File: config.mk
export PLATFORM = sky130hd
export DESIGN_NAME = fighter_fsm
export DESIGN_NICKNAME = d
export VERILOG_FILES = /design/src/rtl/fighter_fsm.sv
export SDC_FILE = /design/constraint.sdc
export NUM_CORES = 1
export LEC_CHECK = 0
export CELL_PAD_IN_SITES_DETAIL_PLACEMENT = 1
export CELL_PAD_IN_SITES_GLOBAL_PLACEMENT = 1
export CORE_UTILIZATION = 45
export DETAILED_ROUTE_END_ITERATION = 10
export GPL_ROUTABILITY_DRIVEN = 0
export PLACE_DENSITY = 0.94
export SLEW_MARGIN = 20
export SYNTH_ARGS = -nofsm -noshare
export SYNTH_HDL_FRONTEND = slang
export SYNTH_SLANG_ARGS = --single-unit
File: constraint.sdc
create_clock -name sys_clk -period 4.8 [get_ports sys_clk]
set_input_delay 0.48 -clock sys_clk [delete_from_list [all_inputs] [get_ports sys_clk]]
set_output_delay 0.48 -clock sys_clk [all_outputs]
set_load 0.1 [all_outputs]
File: src/rtl/fighter_fsm.sv
// fighter_fsm
// Per-player fighter controller. One instance per player; the state machine
// advances one game frame on each frame_tick pulse and owns the player's
// state, horizontal position, phase counter and sprite index. It supports
// walking, a three-phase attack (startup/active/recovery), blocking, and
// taking hits with hitstun and knockback. The position saturates at the
// arena bounds.
//
// Ports:
//   sys_clk       system clock, all logic on the rising edge
//   rst           synchronous reset, active-low
//   frame_tick    one-cycle pulse per game frame
//   inputs        player controls: bit0 left, bit1 right, bit2 attack, bit3 block
//   hit_in        one-cycle pulse: opponent attack connected
//   state         current state encoding
//   position      current horizontal position
//   sprite        sprite index {state, anim bit}, zero-extended
//   attack_active high while the attack hitbox is live
module fighter_fsm #(
  parameter int INPUT_DEPTH        = 4,
  parameter int STATE_DEPTH        = 3,
  parameter int POSITION_DEPTH     = 10,
  parameter int SPRITE_INDEX_DEPTH = 4,
  parameter int FRAME_CNT_DEPTH    = 5,
  parameter int START_POS          = 100,
  parameter int POS_MIN            = 0,
  parameter int POS_MAX            = 575,
  parameter int WALK_SPEED         = 2,
  parameter int STARTUP_FRAMES     = 3,
  parameter int ACTIVE_FRAMES      = 2,
  parameter int RECOVERY_FRAMES    = 6,
  parameter int HITSTUN_FRAMES     = 10,
  parameter int KNOCKBACK          = 8,
  parameter int KNOCKBACK_DIR      = 0,
  parameter int ANIM_PERIOD        = 8
) (
  input  logic                          sys_clk,
  input  logic                          rst,
  input  logic                          frame_tick,
  input  logic [INPUT_DEPTH-1:0]        inputs,
  input  logic                          hit_in,
  output logic [STATE_DEPTH-1:0]        state,
  output logic [POSITION_DEPTH-1:0]     position,
  output logic [SPRITE_INDEX_DEPTH-1:0] sprite,
  output logic                          attack_active
);

  typedef enum logic [2:0] {
    IDLE         = 3'd0,
    WALK_L       = 3'd1,
    WALK_R       = 3'd2,
    ATK_STARTUP  = 3'd3,
    ATK_ACTIVE   = 3'd4,
    ATK_RECOVERY = 3'd5,
    HITSTUN      = 3'd6,
    BLOCK        = 3'd7
  } state_t;

  // Position math is one bit wider so that sums and differences never wrap
  // before the clamp is applied.
  localparam int PW = POSITION_DEPTH + 1;
  typedef logic [PW-1:0] pos_ext_t;
  typedef logic [POSITION_DEPTH-1:0] pos_t;
  typedef logic [FRAME_CNT_DEPTH-1:0] cnt_t;

  localparam pos_ext_t POS_MIN_X   = pos_ext_t'(POS_MIN);
  localparam pos_ext_t POS_MAX_X   = pos_ext_t'(POS_MAX);
  localparam pos_ext_t WALK_X      = pos_ext_t'(WALK_SPEED);
  localparam pos_ext_t KNOCK_X     = pos_ext_t'(KNOCKBACK);
  localparam pos_t     START_P     = pos_t'(START_POS);

  localparam cnt_t STARTUP_LAST  = cnt_t'(STARTUP_FRAMES - 1);
  localparam cnt_t ACTIVE_LAST   = cnt_t'(ACTIVE_FRAMES - 1);
  localparam cnt_t RECOVERY_LAST = cnt_t'(RECOVERY_FRAMES - 1);
  localparam cnt_t HITSTUN_LAST  = cnt_t'(HITSTUN_FRAMES - 1);

  localparam int ANIM_W = (ANIM_PERIOD > 1) ? $clog2(ANIM_PERIOD) : 1;
  localparam logic [ANIM_W-1:0] ANIM_LAST = ANIM_W'(ANIM_PERIOD - 1);

  state_t            state_q, state_nxt;
  pos_t              pos_q, pos_nxt;
  cnt_t              cnt_q, cnt_nxt;
  logic [ANIM_W-1:0] anim_cnt_q, anim_cnt_nxt;
  logic              anim_bit_q, anim_bit_nxt;
  logic              hit_pending_q;
  logic              hit_now;

  function automatic pos_t sat_dec(input pos_t p, input pos_ext_t amt);
    pos_ext_t ext;
    ext = {1'b0, p};
    if (ext < amt + POS_MIN_X) return pos_t'(POS_MIN_X);
    return pos_t'(ext - amt);
  endfunction

  function automatic pos_t sat_inc(input pos_t p, input pos_ext_t amt);
    pos_ext_t sum;
    sum = {1'b0, p} + amt;
    if (sum > POS_MAX_X) return pos_t'(POS_MAX_X);
    return pos_t'(sum);
  endfunction

  function automatic logic is_anim(input state_t s);
    return (s == IDLE) || (s == WALK_L) || (s == WALK_R);
  endfunction

  // Next-frame logic: what the registers become if this edge carries a
  // frame_tick. A pending hit beats the timed phases, which beat the
  // controls. A hit arriving on the tick edge itself counts as pending.
  always_comb begin
    state_nxt    = state_q;
    pos_nxt      = pos_q;
    cnt_nxt      = cnt_q;
    anim_cnt_nxt = anim_cnt_q;
    anim_bit_nxt = anim_bit_q;
    hit_now      = hit_pending_q | hit_in;

    if (hit_now) begin
      // A blocked hit is simply swallowed; the player keeps blocking.
      if (state_q != BLOCK) begin
        state_nxt = HITSTUN;
        cnt_nxt   = HITSTUN_LAST;
        pos_nxt   = (KNOCKBACK_DIR != 0) ? sat_inc(pos_q, KNOCK_X)
                                         : sat_dec(pos_q, KNOCK_X);
      end
    end else begin
      case (state_q)
        ATK_STARTUP: begin
          if (cnt_q != '0) cnt_nxt = cnt_q - 1'b1;
          else begin
            state_nxt = ATK_ACTIVE;
            cnt_nxt   = ACTIVE_LAST;
          end
        end
        ATK_ACTIVE: begin
          if (cnt_q != '0) cnt_nxt = cnt_q - 1'b1;
          else begin
            state_nxt = ATK_RECOVERY;
            cnt_nxt   = RECOVERY_LAST;
          end
        end
        ATK_RECOVERY, HITSTUN: begin
          if (cnt_q != '0) cnt_nxt = cnt_q - 1'b1;
          else begin
            state_nxt = IDLE;
            cnt_nxt   = '0;
          end
        end
        default: begin
          cnt_nxt = '0;
          if (inputs[2]) begin
            state_nxt = ATK_STARTUP;
            cnt_nxt   = STARTUP_LAST;
          end else if (inputs[3]) begin
            state_nxt = BLOCK;
          end else if (inputs[0] && !inputs[1]) begin
            state_nxt = WALK_L;
            pos_nxt   = sat_dec(pos_q, WALK_X);
          end else if (inputs[1] && !inputs[0]) begin
            state_nxt = WALK_R;
            pos_nxt   = sat_inc(pos_q, WALK_X);
          end else begin
            state_nxt = IDLE;
          end
        end
      endcase
    end

    // The idle/walk animation only runs while the player stays in the same
    // animated state; any change restarts it from frame zero.
    if (is_anim(state_nxt) && (state_nxt == state_q)) begin
      if (anim_cnt_q == ANIM_LAST) begin
        anim_cnt_nxt = '0;
        anim_bit_nxt = ~anim_bit_q;
      end else begin
        anim_cnt_nxt = anim_cnt_q + 1'b1;
      end
    end else begin
      anim_cnt_nxt = '0;
      anim_bit_nxt = 1'b0;
    end
  end

  // Frame registers advance only on frame_tick. Between ticks a hit pulse is
  // latched so that it is consumed on the next tick.
  always_ff @(posedge sys_clk) begin
    if (!rst) begin
      state_q       <= IDLE;
      pos_q         <= START_P;
      cnt_q         <= '0;
      anim_cnt_q    <= '0;
      anim_bit_q    <= 1'b0;
      hit_pending_q <= 1'b0;
    end else if (frame_tick) begin
      state_q       <= state_nxt;
      pos_q         <= pos_nxt;
      cnt_q         <= cnt_nxt;
      anim_cnt_q    <= anim_cnt_nxt;
      anim_bit_q    <= anim_bit_nxt;
      hit_pending_q <= 1'b0;
    end else if (hit_in) begin
      hit_pending_q <= 1'b1;
    end
  end

  // Outputs derive only from registered state, so they change the cycle
  // after a tick and hold otherwise.
  assign state         = STATE_DEPTH'(state_q);
  assign position      = pos_q;
  assign sprite        = SPRITE_INDEX_DEPTH'({state_q, anim_bit_q & is_anim(state_q)});
  assign attack_active = (state_q == ATK_ACTIVE);

endmodule

==> impl_metrics.py <==
metrics = {
    "run_status": {
        "outcome": "completed",
    },
    "grt": {
        "gr-total-overflow": 0,
        "grt_usage": 0.2905,
        "grt_max_degree": 29,
        "antenna_found_initial": 0,
        "grt_pass1_vias": 2541,
        "grt_pass1_wl_um": 12390,
    },
    "synth": {
        "synth_top_area_frac": 0.1982,
        "synth_area_leaders": "dfxtp_1 20%, o21ai_0 5.6%, a21oi_1 5.0%",
        "synth_seq_cells": 23,
        "synth_edf_count": 0,
        "ys_seq_area_frac": 0.1982,
        "yosys-top-cells-count": "26 x o21ai_0, 23 x a21oi_1, 23 x dfxtp_1, 23 x nor2_1, 19 x nand2_1",
        "avgSynthCellArea_um2": 7.261,
        "netlist.top_cell.by_area": "dfxtp_1",
        "syn_inst": 320,
        "syn-cell-area_um2": 2323,
        "yosys_warnings": 0,
        "synth_most_common_cell": "o21ai_0",
        "syn-num-nets": 337,
        "synth_flop_cell": "dfxtp_1",
        "synth_cell_types": 68,
        "synthArstFlopShare": 0,
    },
    "clock_tree": {
        "clk_latency_ns": 0.28,
        "cts_tree": "yes",
        "post_cts_buffers": 0,
        "cts_buffers": 3,
        "clkTransAtPathRegs_ns": 0.10,
        "cts-resized-gates": 0,
        "clk_path_buf_depth": 2,
        "cts.sinks": 23,
        "htree_levels": 1,
        "cts-root-buf": "clkbuf_8",
        "hold_buffers": 0,
    },
    "layout": {
        "drive_gt1_frac": 0.05938,
        "final_nets": 338,
        "fin_util": 0.5303,
        "antenna-diode-count": 0,
        "area_growth_pct": 10.66,
    },
    "critical_path": {
        "critPathArrivalTime_ns": 2.72,
        "startpoint_type": "flip-flop",
        "reg2reg_depth": 6,
        "reg2reg_from": "state[0]",
        "crit_path_max_incr_delay_ns": 1.19,
        "criticalPathCategory": "reg -> out",
        "cp.required_ns": 4.32,
        "worstReg2RegEnd": "position[5]",
        "ff2ff_setup_slack_ns": 2.06,
        "crit_fanout": 21,
        "critPathSlowestCell": "clkdlybuf4s50_1",
        "worstPathCellList": "inv_1 > nor3_1 > clkdlybuf4s50_1",
        "crit_end": "attack_active",
        "end_kind": "primary output",
        "critPathLaunch": "state[2]",
    },
    "hold_path": {
        "hold_path_class": "reg -> reg",
        "min_from": "anim_cnt_q[2]",
    },
    "floorplan": {
        "dieWidth_um": 73.86,
        "die_area_um2": 5455,
        "rows": 25,
        "io_pins": 26,
        "die_h_um": 73.86,
        "start_util": 0.4792,
        "core_um2": 4848,
    },
    "sta": {
        "worst_slew_pin_slew_ns": 0.9993,
        "rsz0062_at_grt": "no",
        "finalSetupViolCount": 0,
        "fmax_mhz": 312.9,
        "fin_worst_skew_ns": 0.003682,
        "slew_viol_final": 0,
        "fin_crit_ns": 3.196,
        "period_share": 0.6658,
        "setup_slack_ns": 1.604,
        "tns_ns": 0,
        "max_slew_margin": 0.3317,
        "finalHoldViolations": 0,
    },
    "power": {
        "p_per_area_nw_per_um2": 239.9,
        "report.power.total_mw": 0.6169,
        "ir_drop_v": 0.0001679,
        "p_leak_nw": 0.8792,
    },
    "route": {
        "drt_iter0_markers": 282,
        "route.vias.total": 2589,
        "routed_wl_um": 7578,
        "wl_per_cell_um": 19.58,
        "vias_per_cell": 6.690,
        "dr.pass1.iters": 5,
        "drc": 0,
        "drtAntennaViolNets": 0,
    },
    "placement": {
        "post-place-ws_ns": 1.962,
        "portBuffers": 25,
        "dp_hpwl_um": 5346,
    },
    "job": {
        "drv_cap": 0,
    },
}
## flip-flops by register name, indices dropped and copies added (netlist names)
register / cells
position: 10
anim_bit_q: 1
hit_pending_q: 1
anim_cnt_q: 3
cnt_q: 5
state: 3
## layout by cell type, fill, tap and decap left out, types with 6 or more instances in the layout
cell type        synthesis  layout
nor2b_1                  6       6
nand3_1                  9       9
o211ai_1                 7       7
nand2_1                 19      19
a21oi_1                 23      23
inv_1                   11      11
o21ai_0                 26      26
nand2b_1                 6       6
o31ai_1                  9       9
clkdlybuf4s50_1          0      25
nor3_1                  12      12
nor2_1                  23      23
dfxtp_1                 23      23
ha_1                     9       9
## per-layer routing
| layer | track usage | up-vias | wire length, µm |
|---|---|---|---|
| met5 | 0 | - | 0 |
| li1 | - | 1205 | - |
| met2 | 0.4628 | 109 | 3513 |
| met4 | 0.09188 | 0 | 99 |
| met3 | 0.05075 | 15 | 470 |
| met1 | 0.3957 | 1260 | 3494 |
## where the power goes
| part | switching, mW | internal, mW | leakage [nW] | total [mW] |
|---|---|---|---|---|
| clock network | 0.0756 | 0.0591 | 0.0217 | 0.135 |
| logic | 0.173 | 0.0760 | 0.670 | 0.249 |
| registers | 0.0331 | 0.201 | 0.188 | 0.234 |
| total | 0.281 | 0.336 | 0.879 | 0.617 |
## stage by stage
step,cells,hold slack (ns),instance area (µm²)
2_1_floorplan,320,0.4483,2323
3_3_place_gp,383,0.4657,2522
3_5_place_dp,383,0.4861,2522
4_1_cts,387,0.5009,2571
5_1_grt,387,0.5275,2571
6_report,387,0.4931,2571
## final cells by class
| type | count | area [µm²] |
|---|---|---|
| inverter | 11 | 41.29 |
| fill | 628 | 2277 |
| sequential | 23 | 460.4 |
| multi-input combinational | 255 | 1672 |
| clock inverter | 1 | 7.507 |
| timing repair buffer | 27 | 265.3 |
| clock buffer | 3 | 41.29 |
| tap | 67 | 83.83 |
## worst min-delay path by stage
stage,depth (start not counted),endpoint,slack [ns]
global placement,2,anim_cnt_q[2],0.47
CTS,2,anim_cnt_q[2],0.50
finish,2,anim_cnt_q[2],0.49
detailed placement,2,anim_cnt_q[2],0.49
floorplan,2,anim_cnt_q[2],0.45
global route,2,anim_cnt_q[2],0.53
## critical path: cells and delay by family, from the launching register on
family                 cells  cell delay (ns)
flip-flops                 1             0.77
AND/OR/NAND/NOR            1             0.30
buffers and inverters      2             1.36
## cells by family after synthesis
group,share of synthesized area
AOI/OAI and AO/OA,0.3479
xor gates and xnor gates,0.02639
adders and majority gates,0.04847
buffers and inverters,0.08239
DFF,0.1982
muxes,0.01400
and+or+nand+nor,0.2827
(Power assumes the default switching activity.)
